[config.mk]
export PLATFORM = sky130hd
export DESIGN_NAME = tod_counter
export DESIGN_NICKNAME = d
export VERILOG_FILES = /design/src/rtl/tod_pkg.sv /design/src/rtl/tod_prescaler.sv /design/src/rtl/tod_counter.sv
export SDC_FILE = /design/constraint.sdc
export NUM_CORES = 1
export LEC_CHECK = 0
export CORE_MARGIN = 2
export CORE_UTILIZATION = 45
export CTS_CLUSTER_DIAMETER = 80
export DETAILED_ROUTE_END_ITERATION = 12
export GPL_ROUTABILITY_DRIVEN = 1
export GPL_TIMING_DRIVEN = 0
export PLACE_DENSITY = 0.7
export SLEW_MARGIN = 20
export SYNTH_ARGS = -nofsm -noshare
export SYNTH_HDL_FRONTEND = slang
export SYNTH_SLANG_ARGS = --single-unit
[constraint.sdc]
create_clock -name clock -period 2.05 [get_ports clock]
set_clock_uncertainty 0.15 [all_clocks]
set_input_delay 0.3075 -clock clock [delete_from_list [all_inputs] [get_ports clock]]
set_output_delay 0.3075 -clock clock [all_outputs]
set_load 0.01 [all_outputs]
[src/rtl/tod_pkg.sv]
// rtl/tod_pkg.sv - field select codes, field limits and 12h display helper for tod_counter
package tod_pkg;

  typedef enum logic [1:0] {
    SEL_SEC  = 2'd0,
    SEL_MIN  = 2'd1,
    SEL_HOUR = 2'd2,
    SEL_RSVD = 2'd3
  } tod_sel_e;

  localparam int SEC_W    = 6;
  localparam int MIN_W    = 6;
  localparam int HOUR_W   = 5;
  localparam int MAX_SEC  = 59;
  localparam int MAX_MIN  = 59;
  localparam int MAX_HOUR = 23;

  // Midnight shows as 12, afternoon hours fold down by 12.
  function automatic logic [HOUR_W-1:0] to_12h(input logic [HOUR_W-1:0] hour);
    if (hour == '0) begin
      return HOUR_W'(12);
    end else if (hour > HOUR_W'(12)) begin
      return hour - HOUR_W'(12);
    end else begin
      return hour;
    end
  endfunction

endpackage

[src/rtl/tod_prescaler.sv]
// rtl/tod_prescaler.sv - divides enabled clock cycles down to a one-per-second tick.
// tick is combinational; clr restarts the count so a field write begins a fresh second.
module tod_prescaler #(
  parameter int TICK_DIV = 50_000_000
) (
  input  logic clock,
  input  logic reset,
  input  logic enable,
  input  logic clr,
  output logic tick
);

  localparam int PRE_W = (TICK_DIV > 1) ? $clog2(TICK_DIV) : 1;
  localparam logic [PRE_W-1:0] PRE_MAX = PRE_W'(TICK_DIV - 1);

  logic [PRE_W-1:0] pre_q;
  logic [PRE_W-1:0] pre_d;

  assign tick = enable && (pre_q == PRE_MAX);

  always_comb begin
    pre_d = pre_q;
    if (clr || tick) begin
      pre_d = '0;
    end else if (enable) begin
      pre_d = pre_q + 1'b1;
    end
  end

  always_ff @(posedge clock or negedge reset) begin
    if (!reset) begin
      pre_q <= '0;
    end else begin
      pre_q <= pre_d;
    end
  end

endmodule

[src/rtl/tod_counter.sv]
// rtl/tod_counter.sv - HH:MM:SS time-of-day counter with range-checked writes and 12h view.
// Defining TOD_ALARM_EN adds an armable hour:minute alarm with its own checked write port.
module tod_counter
  import tod_pkg::*;
#(
  parameter int TICK_DIV = 50_000_000
) (
  input  logic              clock,
  input  logic              reset,
  input  logic              enable,
  input  logic              wr_en,
  input  logic [1:0]        wr_sel,
  input  logic [5:0]        wr_data,
  input  logic              mode12,
`ifdef TOD_ALARM_EN
  input  logic              alarm_wr,
  input  logic [10:0]       alarm_hm,
  input  logic              alarm_arm,
  output logic              alarm_hit,
`endif
  output logic [SEC_W-1:0]  sec,
  output logic [MIN_W-1:0]  min,
  output logic [HOUR_W-1:0] hour,
  output logic [HOUR_W-1:0] disp_hour,
  output logic              pm,
  output logic              sec_tick,
  output logic              day_wrap,
  output logic              wr_err
);

  logic [SEC_W-1:0]  sec_q, sec_d;
  logic [MIN_W-1:0]  min_q, min_d;
  logic [HOUR_W-1:0] hour_q, hour_d;
  logic              sec_tick_q, sec_tick_d;
  logic              day_wrap_q, day_wrap_d;
  logic              wr_err_q, wr_err_d;
  logic              tick;
  logic              wr_ok;
  logic              wr_fire;
  logic              adv;
  logic              alarm_bad;

  always_comb begin
    wr_ok = 1'b0;
    case (tod_sel_e'(wr_sel))
      SEL_SEC:  wr_ok = (wr_data <= 6'(MAX_SEC));
      SEL_MIN:  wr_ok = (wr_data <= 6'(MAX_MIN));
      SEL_HOUR: wr_ok = (wr_data <= 6'(MAX_HOUR));
      default:  wr_ok = 1'b0;
    endcase
  end

  assign wr_fire = wr_en && wr_ok;
  // A valid write swallows a coincident tick; the prescaler restarts from zero.
  assign adv     = tick && !wr_fire;

  tod_prescaler #(
    .TICK_DIV(TICK_DIV)
  ) u_prescaler (
    .clock (clock),
    .reset (reset),
    .enable(enable),
    .clr   (wr_fire),
    .tick  (tick)
  );

  always_comb begin
    sec_d      = sec_q;
    min_d      = min_q;
    hour_d     = hour_q;
    sec_tick_d = 1'b0;
    day_wrap_d = 1'b0;
    if (wr_fire) begin
      case (tod_sel_e'(wr_sel))
        SEL_SEC:  sec_d  = wr_data;
        SEL_MIN:  min_d  = wr_data;
        SEL_HOUR: hour_d = wr_data[HOUR_W-1:0];
        default:  sec_d  = sec_q;
      endcase
    end else if (adv) begin
      sec_tick_d = 1'b1;
      if (sec_q == SEC_W'(MAX_SEC)) begin
        sec_d = '0;
        if (min_q == MIN_W'(MAX_MIN)) begin
          min_d = '0;
          if (hour_q == HOUR_W'(MAX_HOUR)) begin
            hour_d     = '0;
            day_wrap_d = 1'b1;
          end else begin
            hour_d = hour_q + 1'b1;
          end
        end else begin
          min_d = min_q + 1'b1;
        end
      end else begin
        sec_d = sec_q + 1'b1;
      end
    end
  end

  assign wr_err_d = (wr_en && !wr_ok) || alarm_bad;

  always_ff @(posedge clock or negedge reset) begin
    if (!reset) begin
      sec_q      <= '0;
      min_q      <= '0;
      hour_q     <= '0;
      sec_tick_q <= 1'b0;
      day_wrap_q <= 1'b0;
      wr_err_q   <= 1'b0;
    end else begin
      sec_q      <= sec_d;
      min_q      <= min_d;
      hour_q     <= hour_d;
      sec_tick_q <= sec_tick_d;
      day_wrap_q <= day_wrap_d;
      wr_err_q   <= wr_err_d;
    end
  end

`ifdef TOD_ALARM_EN
  logic [HOUR_W-1:0] alarm_hour_q;
  logic [MIN_W-1:0]  alarm_min_q;
  logic              alarm_hit_q;
  logic              alarm_ok;
  logic              alarm_hit_d;

  assign alarm_ok    = (alarm_hm[10:6] <= HOUR_W'(MAX_HOUR)) && (alarm_hm[5:0] <= MIN_W'(MAX_MIN));
  assign alarm_bad   = alarm_wr && !alarm_ok;
  // Only a counted second can fire the alarm, never a write landing on the alarm time.
  assign alarm_hit_d = adv && alarm_arm && (sec_d == '0) &&
                       (hour_d == alarm_hour_q) && (min_d == alarm_min_q);

  always_ff @(posedge clock or negedge reset) begin
    if (!reset) begin
      alarm_hour_q <= '0;
      alarm_min_q  <= '0;
      alarm_hit_q  <= 1'b0;
    end else begin
      if (alarm_wr && alarm_ok) begin
        alarm_hour_q <= alarm_hm[10:6];
        alarm_min_q  <= alarm_hm[5:0];
      end
      alarm_hit_q <= alarm_hit_d;
    end
  end

  assign alarm_hit = alarm_hit_q;
`else
  assign alarm_bad = 1'b0;
`endif

  assign sec       = sec_q;
  assign min       = min_q;
  assign hour      = hour_q;
  assign disp_hour = mode12 ? to_12h(hour_q) : hour_q;
  assign pm        = mode12 && (hour_q >= HOUR_W'(12));
  assign sec_tick  = sec_tick_q;
  assign day_wrap  = day_wrap_q;
  assign wr_err    = wr_err_q;

endmodule

Word-level counts from Yosys, hierarchy flattened
Index checks and enable logic that the tools add are counted.

operators by class
  add/sub/neg operators = 5
  equal/unequal tests = 9
  mux-type cells = 28
  $lt $le $gt $ge = 4
  reductions and logical operators = 18

operators by type and width
  cell                   count
  $mux 6                 9
  $mux 26                2
  $mux 5                 9
  $add 26x1->26 const B  1
  $eq 26x26->1 const B   1
  $add 6x1->6 const B    2
  $eq 6x6->1 const B     2
  $reduce_bool 2->1      4
  $mux 1                 7
  $le 6x5->1 const B     1
  $le 6x6->1 const B     1
  $ne 2x2->1 const B     3
  $add 5x1->5 const B    1
  $eq 5x5->1 const B     1
  $ge 5x4->1 const B     1
  $gt 5x4->1 const B     1
  $logic_and 1x1->1      5
  $logic_not 5->1        1
  $sub 5x4->5 const B    1
  $reduce_and 4->1       1
  $reduce_and 3->1       1
  $eq 2x1->1 const B     1
  $eq 2x2->1 const B     1
  $logic_not 1->1        2
  other kinds (5)        5

storage, ports and cells
  logic and storage cells = 71
  input bits = 13
  register bits = 46

Depth between registers and ports, before layout
  depth in word-level cells = 8
  gate-level depth with buffers = 7
  depth with buffers taken out = 6

By module
A second synthesis with hierarchy kept.

second synthesis, totals
  cells, all modules = 332
  area total of the unflattened synthesis = 3061.7 µm²

by module, submodules not included
  module         sequential area each (µm²)  cells an instance  times used  area an instance (µm²)
  tod_counter    500.5                       183                1           1645.3
  tod_prescaler  650.6                       149                1           1416.4

Worst setup path after synthesis
OpenSTA, ideal clock, no wires.

  kind = register to register
  from = register sec_q[0], in the netlist sec[0]
  to = register hour_q[0], in the netlist hour[0]
  arrival = 2038 ps
  clock period less this slack = 2313 ps
  library setup time = 125 ps
  setup slack = -263 ps
  cell stages (with the launch flop) = 7
  cell sequence = dfrtp_1 -> ha_1 -> nor2b_1 -> nand4_1 -> or3_1 -> o21ai_1 -> mux2_2

on the way
  cells in the longest elaborated chain, start to end = 3

ends and longest elaborated chain
  element                      line                text
  from (decl)                  tod_counter.sv:31   logic [SEC_W-1:0] sec_q, sec_d;
  from (signal assigned)       tod_counter.sv:105  sec_q <= '0;
  from (signal assigned)       tod_counter.sv:112  sec_q <= sec_d;
  $eq 6x6->1                   tod_counter.sv:82   if (sec_q == SEC_W'(MAX_SEC)) begin
  $reduce_bool 2->1 (no line)  -
  $reduce_and 4->1 (no line)   -
  to (signal assigned)         tod_counter.sv:114  hour_q <= hour_d;
  to (decl)                    tod_counter.sv:33   logic [HOUR_W-1:0] hour_q, hour_d;

Every way passes these cells.
A chain may end at the register's enable or synchronous reset.

Worst setup path in the final report
  from = register u_prescaler.pre_q[10]
  to = register hour_q[4], in the netlist hour[4]

on the way
  cells in the longest elaborated chain, start to end = 5

ends and longest elaborated chain
  element                      line                 text
  from (decl)                  tod_prescaler.sv:16  logic [PRE_W-1:0] pre_q;
  from (signal assigned)       tod_prescaler.sv:34  pre_q <= pre_d;
  $eq 26x26->1                 tod_prescaler.sv:19  assign tick = enable && (pre_q == PRE_MAX);
  $logic_and 1x1->1            tod_prescaler.sv:19
  $logic_and 1x1->1            tod_counter.sv:55    assign adv = tick && !wr_fire;
  $reduce_bool 2->1 (no line)  -
  $reduce_and 4->1 (no line)   -

Every way passes these cells.

==> results by group <==
Floorplan
  • Initial core utilization: ~46%
  • Die area: 6760 um2
  • Core footprint: 5920 um2
  • Die Height: 82.2 um
  • Ports: 39
  • Die Wd: around 82 um
  • Row cnt: 28

STA
  • Final Cycle Share: 111%
  • Maximum clock frequency: 440 MHz
  • Final hold viol count: 0
  • Max_slew headroom: 60.9%
  • RSZ-0062 raised after global routing: true
  • Setup ws final: -0.225 ns
  • Worst Tran Pin Value: around 0.59 ns
  • Final slew viol count: 0
  • Minimum clock period: 2.28 ns
  • Final setup fails: 44

Route
  • Routed wire per std cell: 17.6 um
  • Pre-Repair DR Iteration Count: 5
  • Total Wirelength: 8.24 mm
  • Iteration-0 DRC Markers: around 200
  • Antenna-violating nets left: 0
  • Number of vias per cell: 5.89
  • DRC viols: 0
  • Total number of vias: 2757

Layout
  • Fin cells: 468
  • # nets final: 413
  • Antenna Cells: 0
  • Finished Cell Area: 4110 um2
  • Fraction of layout cells with a size suffix above 1: 34.1%
  • Final core utilization: 69.4%
  • FILL cells: approximately 430
  • Layout area overhead: 49.3%

Yosys
  • FFs w/ async S/R, synth: 100%
  • Most area-consuming cells after synthesis: dfrtp_1 42%, nand2_1 5.5%, nor2_1 4.9%
  • Register bit total from synthesis: 46
  • Post-synth cell types: 49
  • Synthesized netlist cell count: slightly above 300
  • Commonest cells in the netlist: 46 x dfrtp_1, 40 x nand2_1, 36 x nor2_1
  • Count leader, synth: dfrtp_1
  • Register area share after synthesis: about two fifths
  • Syn. warnings: 0
  • Post-synthesis cell area: 2750 um2
  • Synth Flop Type: dfrtp_1
  • EDFF count, synth: 0
  • Syn_nets: about 330
  • Syn Area/Cell: 8.96 um2
  • Synth area leader: dfrtp_1
  • Post-synth top area share: between 40% and 50%

Pwr
  • Internal: 1900 uW
  • NetSw: 1050 uW
  • Leak: 0.00169 uW
  • Combinational cell fraction of total power: 40.4%
  • Switching Fraction: between 30% and 40%
  • Clock share of power: 19.6%
  • Peak supply drop: ~0.61 mV
  • Flop pwr share: 40.0%
  • Pwr per Cell Area: 718 nW/um2

Setup path
  • Crit-path max FO: 5
  • Crit-path leading delay family: simple AND/OR/NAND/NOR gates
  • Worst R2R Setup Slack: -0.23 ns
  • Slowest Stage Delay on Critical Path: around 0.56 ns
  • Most frequent CP cell: or4_4
  • Setup crit start: u_prescaler.pre_q[10]
  • R2r startpoint: u_prescaler.pre_q[10]
  • Crit end category: flop
  • Reg2reg end: hour[4]
  • FF-to-FF path depth: 5
  • Setup Crit Path Kind: flop to flop
  • Setup crit start kind: flop
  • CP arrival: 2.36 ns
  • CP bufs+invs: 0
  • Crit-path slowest cell: or4_4
  • Crit path cell chain: or4_4 > nor4_4 > nand4_4 > or4_4 > o211ai_2
  • WP data required: about 2.1 ns

Placed design
  • Gpl congestion: between 0.9 and 1
  • Final HPWL DP: approximately 4.8 mm
  • Dpl cell area: 3290 um2
  • Buffers added on ports: 37
  • Cells after DPL: 420

Global route
  • Overflow after GRT: 0
  • Largest net degree at the start of global routing: 25
  • Via count of the first global-routing pass: 2457
  • First-pass GRT wire length: 12.0 mm
  • Antenna violations before repair: 0
  • Tot GR Track Use: 23.0%

Hold path
  • Worst hold path class: input pin to flop
  • WHS Path Cells: 3
  • Beginning of the worst hold path: enable
  • Hold Path End: u_prescaler.pre_q[0]

Status
  • Failing checks: setup timing
  • Status: finished, violations left

Clock tree
  • CTS tree: done
  • Num CTS Buffers: 5
  • CTS clk-pin slew, worst paths: approximately 0.10 ns
  • Max clock buf depth: 2
  • H-Tree Level Count: 2
  • CTS root buf: clkbuf_8
  • Worst-Skew Late Latency: 0.31 ns
  • Num Clock Sinks: 46

Job
  • Max-cap violation count: 0
## final cells by class
type | count | area (um2) | area share (%)
inverters | 10 | 37.5 | 0.914
well taps | 75 | 93.8 | 2.28
clock inverters | 3 | 21.3 | 0.518
clock buffers | 5 | 68.8 | 1.67
flip-flops and latches | 46 | 1150 | 28.1
plain buffers | 6 | 60.1 | 1.46
repair buffers | 79 | 769 | 18.7
multi-input cells | 244 | 1900 | 46.3
## cells in the final DEF, fill, tap and decap left out, types with 3 or more instances in the layout
cell type,instances
and3_1,3
mux2_2,3
nand4_1,17
ha_1,3
or4_4,3
a21oi_1,6
clkdlybuf4s50_1,27
nor2_2,12
nor2_1,12
buf_4,25
buf_6,14
nor3_1,7
clkbuf_8,5
buf_2,5
a211o_1,4
xor2_1,10
nor2_4,12
dlygate4sd2_1,5
and4_1,4
nor4_1,4
ha_2,3
nor4_4,3
o211ai_1,4
nand3_1,18
dfrtp_1,44
xnor2_1,15
o21ai_0,6
inv_1,8
nand2_1,37
## per-layer routing
metal,track usage [%],vias up,share of wire (%)
li1,-,1292,-
met1,33.1,1332,44
met2,35.7,112,47
met3,3.04,21,6.2
met4,7.83,0,3.0
met5,0,-,0
## worst register-to-register path: stages, from the launching register on
cell and delay [ns]:
dfrtp_1 0.41, or4_4 0.56, nor4_4 0.35, nand4_4 0.21, or4_4 0.45, o211ai_2 0.07
## repair_timing
item / CTS / global route
pin swaps: 18 / 25
hold endpoints to repair: 22 / 0
buffers inserted: 26 / 12
gates cloned: 0 / 2
resized for setup: 58 / 69
hold buffers: 1 / 0
setup endpoints to repair: 49 / 48
## power groups by stage
| stage | registers, uW | clock network (uW) | logic (uW) |
|---|---|---|---|
| floorplan | 1220 | 0 | 488 |
| global placement | 1200 | 0 | 936 |
| detailed placement | 1210 | 0 | 958 |
| CTS | 1180 | 591 | 1090 |
| global route | 1200 | 627 | 1290 |
| finish | 1180 | 578 | 1190 |
## flip-flops by register name (all words and copies together) (netlist names)
name	flops
u_prescaler.pre_q	26
min	6
sec	6
hour	5
day_wrap	1
sec_tick	1
wr_err	1
## cells by family after synthesis
kind of cell,count (synthesis),synth area share [%]
and+or+nand+nor,156,29.2
adders and majority gates,8,3.64
muxes,7,2.77
AOI/OAI and AO/OA,48,12.2
xor gates and xnor gates,25,7.96
DFF,46,41.8
buffers and inverters,17,2.36
## worst max path at each step
stage                     depth (start not counted)                    end  slack, ns
after detailed placement                          7                 sec[3]       -1.0
after floorplan                                   6                hour[0]      -0.15
final                                             5                hour[4]      -0.23
after global placement                            7                 sec[3]      -1.03
after global routing                              9  u_prescaler.pre_q[18]      -0.32
after CTS                                         7                hour[0]      -0.20
## metrics by stage
step | TNS, ns | power [uW] | setup slack, ns | hold WS, ns
final | -7.69 | 2950 | -0.225 | 0.195
after global routing | -11.45 | 3120 | -0.322 | 0.214
after CTS | -5.01 | 2860 | -0.200 | 0.189
after detailed placement | -32.24 | 2160 | -0.999 | 0.189
after global placement | -71.23 | 2130 | -1.03 | 0.371
after floorplan | -1.36 | 1710 | -0.149 | -0.138
No activity file was read; power rests on OpenSTA's default activity.
